File: src/rtl/seven_seg_pkg.sv
// Shared digit codes, scan states and the seven-segment glyph table
// for the multiplexed 8-digit display scanner.
package seven_seg_pkg;

  localparam logic [5:0] CODE_BLANK = 6'h10;
  localparam logic [5:0] CODE_MINUS = 6'h11;
  localparam logic [5:0] CODE_X     = 6'h12;
  localparam logic [5:0] CODE_Y     = 6'h13;
  localparam logic [5:0] CODE_Z     = 6'h14;

  localparam logic [6:0] SEG_OFF    = 7'h7F;

  typedef enum logic {
    GUARD = 1'b0,
    DRIVE = 1'b1
  } scan_state_e;

  // Active-low glyphs, bit 0 = CA ... bit 6 = CG.
  function automatic logic [6:0] seg7(input logic [5:0] code);
    logic [6:0] s;
    case (code)
      6'h00:      s = 7'h40;
      6'h01:      s = 7'h79;
      6'h02:      s = 7'h24;
      6'h03:      s = 7'h30;
      6'h04:      s = 7'h19;
      6'h05:      s = 7'h12;
      6'h06:      s = 7'h02;
      6'h07:      s = 7'h78;
      6'h08:      s = 7'h00;
      6'h09:      s = 7'h10;
      6'h0A:      s = 7'h08;
      6'h0B:      s = 7'h03;
      6'h0C:      s = 7'h46;
      6'h0D:      s = 7'h21;
      6'h0E:      s = 7'h06;
      6'h0F:      s = 7'h0E;
      CODE_MINUS: s = 7'h3F;
      CODE_X:     s = 7'h09;
      CODE_Y:     s = 7'h11;
      CODE_Z:     s = 7'h24;
      default:    s = SEG_OFF;
    endcase
    return s;
  endfunction

endpackage

File: src/rtl/seven_seg_scanner_seg7_decode.sv
// Combinational 6-bit digit code to active-low segment decoder.
// One instance serves whichever digit the scanner is about to drive.
module seg7_decode
  import seven_seg_pkg::*;
(
  input  logic [5:0] code_i,
  output logic [6:0] seg_o
);

  // Glyph lookup shared with the package table.
  always_comb begin
    seg_o = seg7(code_i);
  end

endmodule

File: src/rtl/seven_seg_scanner.sv
// Time-multiplexed 8-digit seven-segment scanner with guard gaps
// and frame-aligned double-buffered display updates.
module seven_seg_scanner
  import seven_seg_pkg::*;
#(
  parameter int REFRESH_CLKS = 100000,
  parameter int GUARD_CLKS   = 100,
  parameter int NUM_DIGITS   = 8
) (
  input  logic        clk,
  input  logic        rst_n,
  input  logic [47:0] value_i,
  input  logic        load_i,
  input  logic [7:0]  dp_i,
  output logic [7:0]  AN,
  output logic [6:0]  SEG,
  output logic        DP,
  output logic        frame_done_o,
  output logic        pending_o
);

  localparam int MAXC = (REFRESH_CLKS > GUARD_CLKS) ?
                        REFRESH_CLKS : GUARD_CLKS;
  localparam int CW   = $clog2(MAXC + 1);
  localparam logic [2:0] K_LAST = 3'(NUM_DIGITS - 1);
  localparam logic [47:0] ALL_BLANK = {8{CODE_BLANK}};

  scan_state_e state_q, state_d;
  logic [2:0]    k_q, k_d;
  logic [CW-1:0] cnt_q, cnt_d;
  logic          frame_q, frame_d;
  logic          pend_q, pend_d;
  logic [47:0]   shadow_q, shadow_d;
  logic [7:0]    sdp_q, sdp_d;
  logic [47:0]   disp_q, disp_d;
  logic [7:0]    ddp_q, ddp_d;
  logic [7:0]    an_q, an_d;
  logic [6:0]    seg_q, seg_d;
  logic          dp_q, dp_d;
  logic [5:0]    dig_code;
  logic [6:0]    seg_dec;
  logic          guard_last;
  logic          drive_last;

  assign guard_last = (GUARD_CLKS <= 1) ||
                      (cnt_q == CW'(GUARD_CLKS - 1));
  assign drive_last = (cnt_q == CW'(REFRESH_CLKS - 1));

  // Slot sequencing: guard gap, then drive, advancing the digit.
  always_comb begin
    state_d = state_q;
    k_d     = k_q;
    cnt_d   = cnt_q + CW'(1);
    unique case (state_q)
      GUARD: begin
        if (guard_last) begin
          state_d = DRIVE;
          cnt_d   = '0;
        end
      end
      DRIVE: begin
        if (drive_last) begin
          cnt_d   = '0;
          k_d     = (k_q == K_LAST) ? 3'd0 : k_q + 3'd1;
          state_d = (GUARD_CLKS == 0) ? DRIVE : GUARD;
        end
      end
      default: begin
        state_d = GUARD;
      end
    endcase
  end

  // Shadow capture and frame-boundary commit; a load wins over commit.
  always_comb begin
    frame_d  = (state_d == DRIVE) && (k_d == K_LAST) &&
               (cnt_d == CW'(REFRESH_CLKS - 1));
    shadow_d = shadow_q;
    sdp_d    = sdp_q;
    disp_d   = disp_q;
    ddp_d    = ddp_q;
    pend_d   = pend_q;
    if (frame_q && pend_q) begin
      disp_d = shadow_q;
      ddp_d  = sdp_q;
      pend_d = 1'b0;
    end
    if (load_i) begin
      shadow_d = value_i;
      sdp_d    = dp_i;
      pend_d   = 1'b1;
    end
  end

  assign dig_code = disp_d[6*k_d +: 6];

  seg7_decode u_dec (
    .code_i (dig_code),
    .seg_o  (seg_dec)
  );

  // Output image for the coming cycle, blanked during guard.
  always_comb begin
    an_d  = 8'hFF;
    seg_d = SEG_OFF;
    dp_d  = 1'b1;
    if (state_d == DRIVE) begin
      an_d  = ~(8'd1 << k_d);
      seg_d = seg_dec;
      dp_d  = ~ddp_d[k_d];
    end
  end

  // State, buffers and registered pad outputs.
  always_ff @(posedge clk or negedge rst_n) begin
    if (!rst_n) begin
      state_q  <= GUARD;
      k_q      <= '0;
      cnt_q    <= '0;
      frame_q  <= 1'b0;
      pend_q   <= 1'b0;
      shadow_q <= ALL_BLANK;
      sdp_q    <= '0;
      disp_q   <= ALL_BLANK;
      ddp_q    <= '0;
      an_q     <= 8'hFF;
      seg_q    <= SEG_OFF;
      dp_q     <= 1'b1;
    end else begin
      state_q  <= state_d;
      k_q      <= k_d;
      cnt_q    <= cnt_d;
      frame_q  <= frame_d;
      pend_q   <= pend_d;
      shadow_q <= shadow_d;
      sdp_q    <= sdp_d;
      disp_q   <= disp_d;
      ddp_q    <= ddp_d;
      an_q     <= an_d;
      seg_q    <= seg_d;
      dp_q     <= dp_d;
    end
  end

  assign AN           = an_q;
  assign SEG          = seg_q;
  assign DP           = dp_q;
  assign frame_done_o = frame_q;
  assign pending_o    = pend_q;

endmodule
File: config.mk
export PLATFORM = sky130hd
export DESIGN_NAME = seven_seg_scanner
export DESIGN_NICKNAME = d
export VERILOG_FILES = /design/src/rtl/seven_seg_pkg.sv /design/src/rtl/seven_seg_scanner_seg7_decode.sv /design/src/rtl/seven_seg_scanner.sv
export SDC_FILE = /design/constraint.sdc
export NUM_CORES = 1
export LEC_CHECK = 0
export ABC_CLOCK_PERIOD_IN_PS = 5600
export CAP_MARGIN = 20
export CORE_ASPECT_RATIO = 1.75
export CORE_MARGIN = 1
export CORE_UTILIZATION = 40
export CTS_CLUSTER_DIAMETER = 80
export CTS_CLUSTER_SIZE = 24
export DETAILED_ROUTE_END_ITERATION = 10
export DONT_BUFFER_PORTS = 1
export GPL_TIMING_DRIVEN = 1
export PLACE_DENSITY_LB_ADDON = 0.15
export SLEW_MARGIN = 20
export SYNTH_ARGS = -nofsm -noshare
export SYNTH_HDL_FRONTEND = slang
export SYNTH_SLANG_ARGS = --single-unit
export TNS_END_PERCENT = 100
File: constraint.sdc
create_clock -name clk -period 5.6 [get_ports clk]
set_clock_uncertainty 0.15 [all_clocks]
set_input_delay 1.12 -clock clk [delete_from_list [all_inputs] [get_ports clk]]
set_output_delay 1.12 -clock clk [all_outputs]
set_load 0.05 [all_outputs]
Word level (Yosys, flattened, before mapping)
Memory sizes are Yosys's and may differ from the RTL's.
Index checks and enable logic that the tools add are counted.
{ "totals": {"register_bits": 151, "latchBits": 0, "mem_bits_rw": 0, "rom_bits": 224, "inputBits": 59, "out_inout_bits": 18, "elab_cells": 50, "mem_count": 1} }
{ "op_classes": {"n_addsub": 2, "mul": 1, "div_mod_pow": 0, "order_cmp": 1, "n_eq_ne": 5, "shift": 2, "n_mux": 19, "bitwise_logic": 3, "reduce_logical": 4} }
{ "mem_list": {"columns": ["name", "words", "width", "rd", "rd_clocked_by_memory_dff", "wr", "line_no", "source"], "rows": [
  ["(no name shown)", 32, 7, 1, 0, 0, "seven_seg_pkg.sv:21", "case (code)"]
]} }
{ "op_table": {"columns": ["cell", "count"], "rows": [
  ["48-bit two-way mux", 1],
  ["48-bit by 7-bit indexed part select with 6-bit output", 1],
  ["17-bit == test (second input constant)", 2],
  ["17-bit two-way mux", 2],
  ["17-bit case mux with 2 select lines", 1],
  ["17-bit by 1-bit adder with 17-bit output (second input constant)", 1],
  ["17-bit by 7-bit == test with 1-bit output (second input constant)", 1],
  ["8-bit two-way mux", 2],
  ["7-bit two-way mux", 2],
  ["3-bit two-way mux", 3],
  ["8-bit inverter", 1],
  ["1-bit by 3-bit << shifter with 8-bit output (first input constant)", 1],
  ["3-bit == test (second input constant)", 2],
  ["1-bit two-way mux", 6],
  ["2-bit by 3-bit multiplier with 5-bit output (first input constant)", 1],
  ["3-bit by 4-bit < comparator with 1-bit output (second input constant)", 1],
  ["3-bit by 1-bit adder with 3-bit output (second input constant)", 1],
  ["1-bit binary-select mux with 3-bit select", 1],
  ["1-bit logical AND", 3],
  ["1-bit inverter", 2],
  ["1-bit case mux with 2 select lines", 1],
  ["2-bit nonzero test", 1]
]} }

Depth between registers and ports, before layout
An unclocked memory read counts as a cell.
{ "logic_depth": {"depth_word": 9, "mapped_depth": 14, "mapped_depth_nobuf": 14} }

Modules after synthesis
Synthesis repeated with hierarchy kept, for this count alone.
{ "unflattened": {"hier_cells": 566, "area_unflattened_um2": 7096.8} }
{ "modules_own_cells": {"columns": ["mod", "n_inst", "cells_per_inst", "area_each_um2", "seq_area_each_um2"], "rows": [
  ["seven_seg_scanner", 1, 505, 6625.1, 3818.7],
  ["seg7_decode", 1, 61, 471.7, 0.0]
]} }

Worst setup path before layout
Ideal clock, no wire load.
{ "synth_timing": {"path_type": "register to register", "from": "register cnt_q[12]", "to": "register seg_q[6] (netlist: SEG[6])", "arrival_time_ps": 4143, "required_time_ps": 5360, "path_slack_ps": 1218, "path_stages_with_launch": 14, "cell_sequence": "dfrtp_1 -> or4_4 -> or2_0 -> buf_6 -> nor3_4 -> mux2i_1 -> a2bb2o_1 -> a221oi_1 -> inv_1 -> ha_1 -> ha_1 -> or4b_2 -> o31ai_1 -> o21ai_1"} }
{ "synth_between": {"elab_chain_len": 8} }
{ "synth_lines": {"columns": ["item", "line_no", "source"], "rows": [
  ["start, declared", "seven_seg_scanner.sv:30", "logic [CW-1:0] cnt_q, cnt_d;"],
  ["start signal, assigned", "seven_seg_scanner.sv:132", "cnt_q <= cnt_d;"],
  ["17-bit == test", "seven_seg_scanner.sv:47", "assign drive_last = (cnt_q == CW'(REFRESH_CLKS - 1));"],
  ["3-bit two-way mux", "seven_seg_scanner.sv:62", "if (drive_last) begin"],
  ["3-bit two-way mux", "seven_seg_scanner.sv:54", "unique case (state_q)"],
  ["2-bit by 3-bit multiplier with 5-bit output", "seven_seg_scanner.sv:95", "assign dig_code = disp_d[6*k_d +: 6];"],
  ["48-bit by 7-bit indexed part select with 6-bit output", "seven_seg_scanner.sv:95", null],
  ["memory 32 x 7 bit", null, null],
  ["7-bit two-way mux", "seven_seg_pkg.sv:21", null],
  ["7-bit two-way mux *", "seven_seg_scanner.sv:107", "if (state_d == DRIVE) begin"],
  ["named net seg_d[6]", "seven_seg_scanner.sv:38", "logic [6:0] seg_q, seg_d;"],
  ["end signal, assigned", "seven_seg_scanner.sv:140", "seg_q <= seg_d;"],
  ["end, declared", "seven_seg_scanner.sv:38", null]
]} }
The timed path passes the listed nets; every way through them passes the cells marked *.
A chain may end at the register's enable or synchronous reset.

Worst setup path after layout
Ends and elaborated chain as after synthesis.

==> results.toml <==
[synth]
synth_ff_type = "dfrtp_1"
synth_cell_types = 64
synth_mux_area_share_pct = 20.9
synthArstFlopShare_pct = 100
syn_inst = 571
synth-edff-count = 0
synth_compound_area_share_pct = 7.95
synth_area_per_cell_um2 = 12.3
synth_top_area_cell = "dfrtp_1"
synth_top_family_by_area = "multiplexers"
yosysWarnings = 0
synthTopCellsByArea = "dfrtp_1 (42%), mux2_2 (18%), dfstp_2 (12%)"
yosys.area_share.xor_xnor_pct = 1.99
syn_area_um2 = 7050
synth_nets = 642
synth-seq-cells = 151
synth_fa_ha_area_share_pct = 2.13
synthSimpleGateAreaFrac_pct = 10.1
yosysSeqAreaShare_pct = 54.2
synth_top_cell_area_share_pct = 42.3

[floorplanning]
ios = 77
fp.dieH_um = 178
core_um2 = 17100
rows = 63
die_area_um2 = 18200
die_width_um = 102
start_util_pct = 41.2

[timing]
max_freq_mhz = 220
final.min_clock_period_ps = 4550
rsz0062_at_grt = "no"
holdWs_ps = 239
setup_viol = 0
maxSlewViolCount = 0
fin_crit_sh_pct = 81.2
hold_viol = 0
worst_pin_slew_ps = 807
finalSetupTns_ps = 0
relSlewSlack_pct = 46.2

[global_route]
overflow = 0
antenna_found_initial = 0
grt_usage_pct = 20.1
grt_pass1_wl_mm = 26.4
grt_max_degree = 152
grt_pass1_vias = 4833

[route]
drtPass1Iterations = 4
drcViolationCount = 0
drt_iter0_drc = 157
wl_per_cell_um = 20.4
drt_wl_total_mm = 16.6
vias = 4428
final_antenna_net_count = 0
vias_per_cell = 5.46

[power_and_ir_drop]
power.density_nw_per_um2 = 296
peakVddDrop_uv = 195
netSwitchingFraction_pct = 22.1
p_int_w = 0.00181
power_frac_comb_pct = 2.0
total_leakage_power_nw = 3.49
power.share.clock_pct = 47.9
p_switching_w = 0.000514
seq_power_share_pct = 50.1

[status]
status = "complete, no violations"

[critical_path]
rr_worst_depth = 13
cp-start-kind = "register"
path_max_fanout = 8
crit_path_top_delay_cell = "or4b_2"
crit_type = "reg -> reg"
worst-r2r-setup-slack_ps = 1050
cp.required_ps = 5800
r2r-start = "cnt_q[12]"
path_cells = "or4_4, or2_0, nor3_4, mux2i_1, a2bb2o_1, a221oi_1, buf_4, inv_1, ha_1, ha_1, or4b_2, o31ai_1, o21ai_1"
endpoint_kind = "register"
cp_common_cell = "ha_1"
worstPathArrival_ps = 4750
worst_path_largest_cell_delay_ps = 660
r2r-end = "SEG[6]"

[place]
place_inst = 779
io_buffers = 0
gp_congestion = 0.891
dp.final_hpwl_mm = 11.9

[hold_path]
hold_class = "in -> async"

[cts]
post_cts_resized = 0
clk_latency_ps = 430
cts.sinks = 151
cts_buffers = 17
ctsRootBufferMaster = "clkbuf_16"
post_cts_buffers = 0
cts_hold_buf = 0
cts_tree = "done"
clk_pin_slew_worst_paths_ps = 70
ctsLongestPathBuffers = 2
htreeDepth = 4

[finish]
post-route-util_pct = 45.9
layout.cells.non_filler = 811
num-nets-final = 642
diodes = 0
area_growth_pct = 11.3
drive_gt1_share_pct = 33.9
mostFrequentLayoutCell = "dfrtp_1"
fillers = 1550
final_cell_mix = "dfrtp_1 (119), mux2_2 (114), nor2_1 (34), dfstp_2 (32), nand2_1 (22)"

[run]
cap_violations = 0
## worst max-delay path by stage
stage,from,to,slack [ps],depth (start not counted)
final,cnt_q[12],SEG[6],1050,13
after global routing,cnt_q[9],SEG[6],750,12
after CTS,cnt_q[12],SEG[6],1030,13
after detailed placement,cnt_q[12],SEG[6],1050,13
after global placement,cnt_q[12],SEG[6],1150,13
after floorplan,cnt_q[12],SEG[6],1220,13
## state kept, by name, summed over array words and instances (netlist names)
signal        cells
disp_q           48
shadow_q         48
cnt_q            17
AN                8
ddp_q             8
sdp_q             8
SEG               7
k_q               3
DP                1
frame_done_o      1
pending_o         1
state_q           1
## kinds of logic after synthesis
| family | Yosys count |
|---|---|
| compound gates | 84 |
| xor+xnor | 16 |
| fa+ha+maj | 12 |
| buf+inv | 43 |
| flops | 151 |
| mux | 133 |
| simple gates | 132 |
## area by class of cell
type | count | area, µm² | share of cell area (%)
sequential | 151 | 3820 | 48.7
multi-input combinational | 377 | 3040 | 38.7
clock buffer | 18 | 439 | 5.60
tap | 227 | 284 | 3.62
clock inverter | 14 | 143 | 1.82
inverter | 20 | 80.1 | 1.02
timing repair buffer | 4 | 42.5 | 0.542
## metrics by stage
stage                     cell area (µm²)  setup slack [ps]  total power [W]
after global routing                 7850               754          0.00241
final                                7850              1050          0.00232
after CTS                            7850              1030          0.00236
after global placement               7260              1150          0.00123
after floorplan                      7050              1220          0.00122
after detailed placement             7260              1050          0.00123
## power by group through the flow
stage,sequential (W),combinational [W],clock (W)
global route,0.00117,0.0000504,0.00119
finish,0.00116,0.0000462,0.00111
global placement,0.00118,0.0000450,0
CTS,0.00116,0.0000470,0.00115
detailed placement,0.00118,0.0000467,0
floorplan,0.00117,0.0000493,0
## critical path: cells and delay by family, from the launching register on
family	cells	cell delay, ps
mux	1	280
compound gates	4	800
simple gates	4	2080
fa+ha+maj	2	430
buf+inv	2	290
flops	1	420
## synthesized netlist by cell type (all sizes together) (2+ instances only)
master	count
a22oi	2
nand2b	3
a21oi	21
buf	8
a21boi	4
xnor2	9
o211ai	3
or3	7
nand3	16
a211oi	4
nor2	35
dfrtp	119
xor2	7
and3	4
a21o	6
clkbuf	15
mux2	114
o211a	2
o221ai	3
a221oi	4
and2	2
inv	20
nor3	15
ha	12
nand2	23
or4	3
nand4	5
o21ai	23
or2	4
mux2i	19
dfstp	32
nor4b	2
o22ai	2
nor4	8
## routing by layer
layer,global-route usage [%],vias up,routed length [µm]
li1,-,2062,-
met1,20.9,2232,6060
met2,37.0,104,9380
met3,4.41,30,570
met4,10.0,0,546
met5,0,-,0
(Power assumes the default switching activity.)
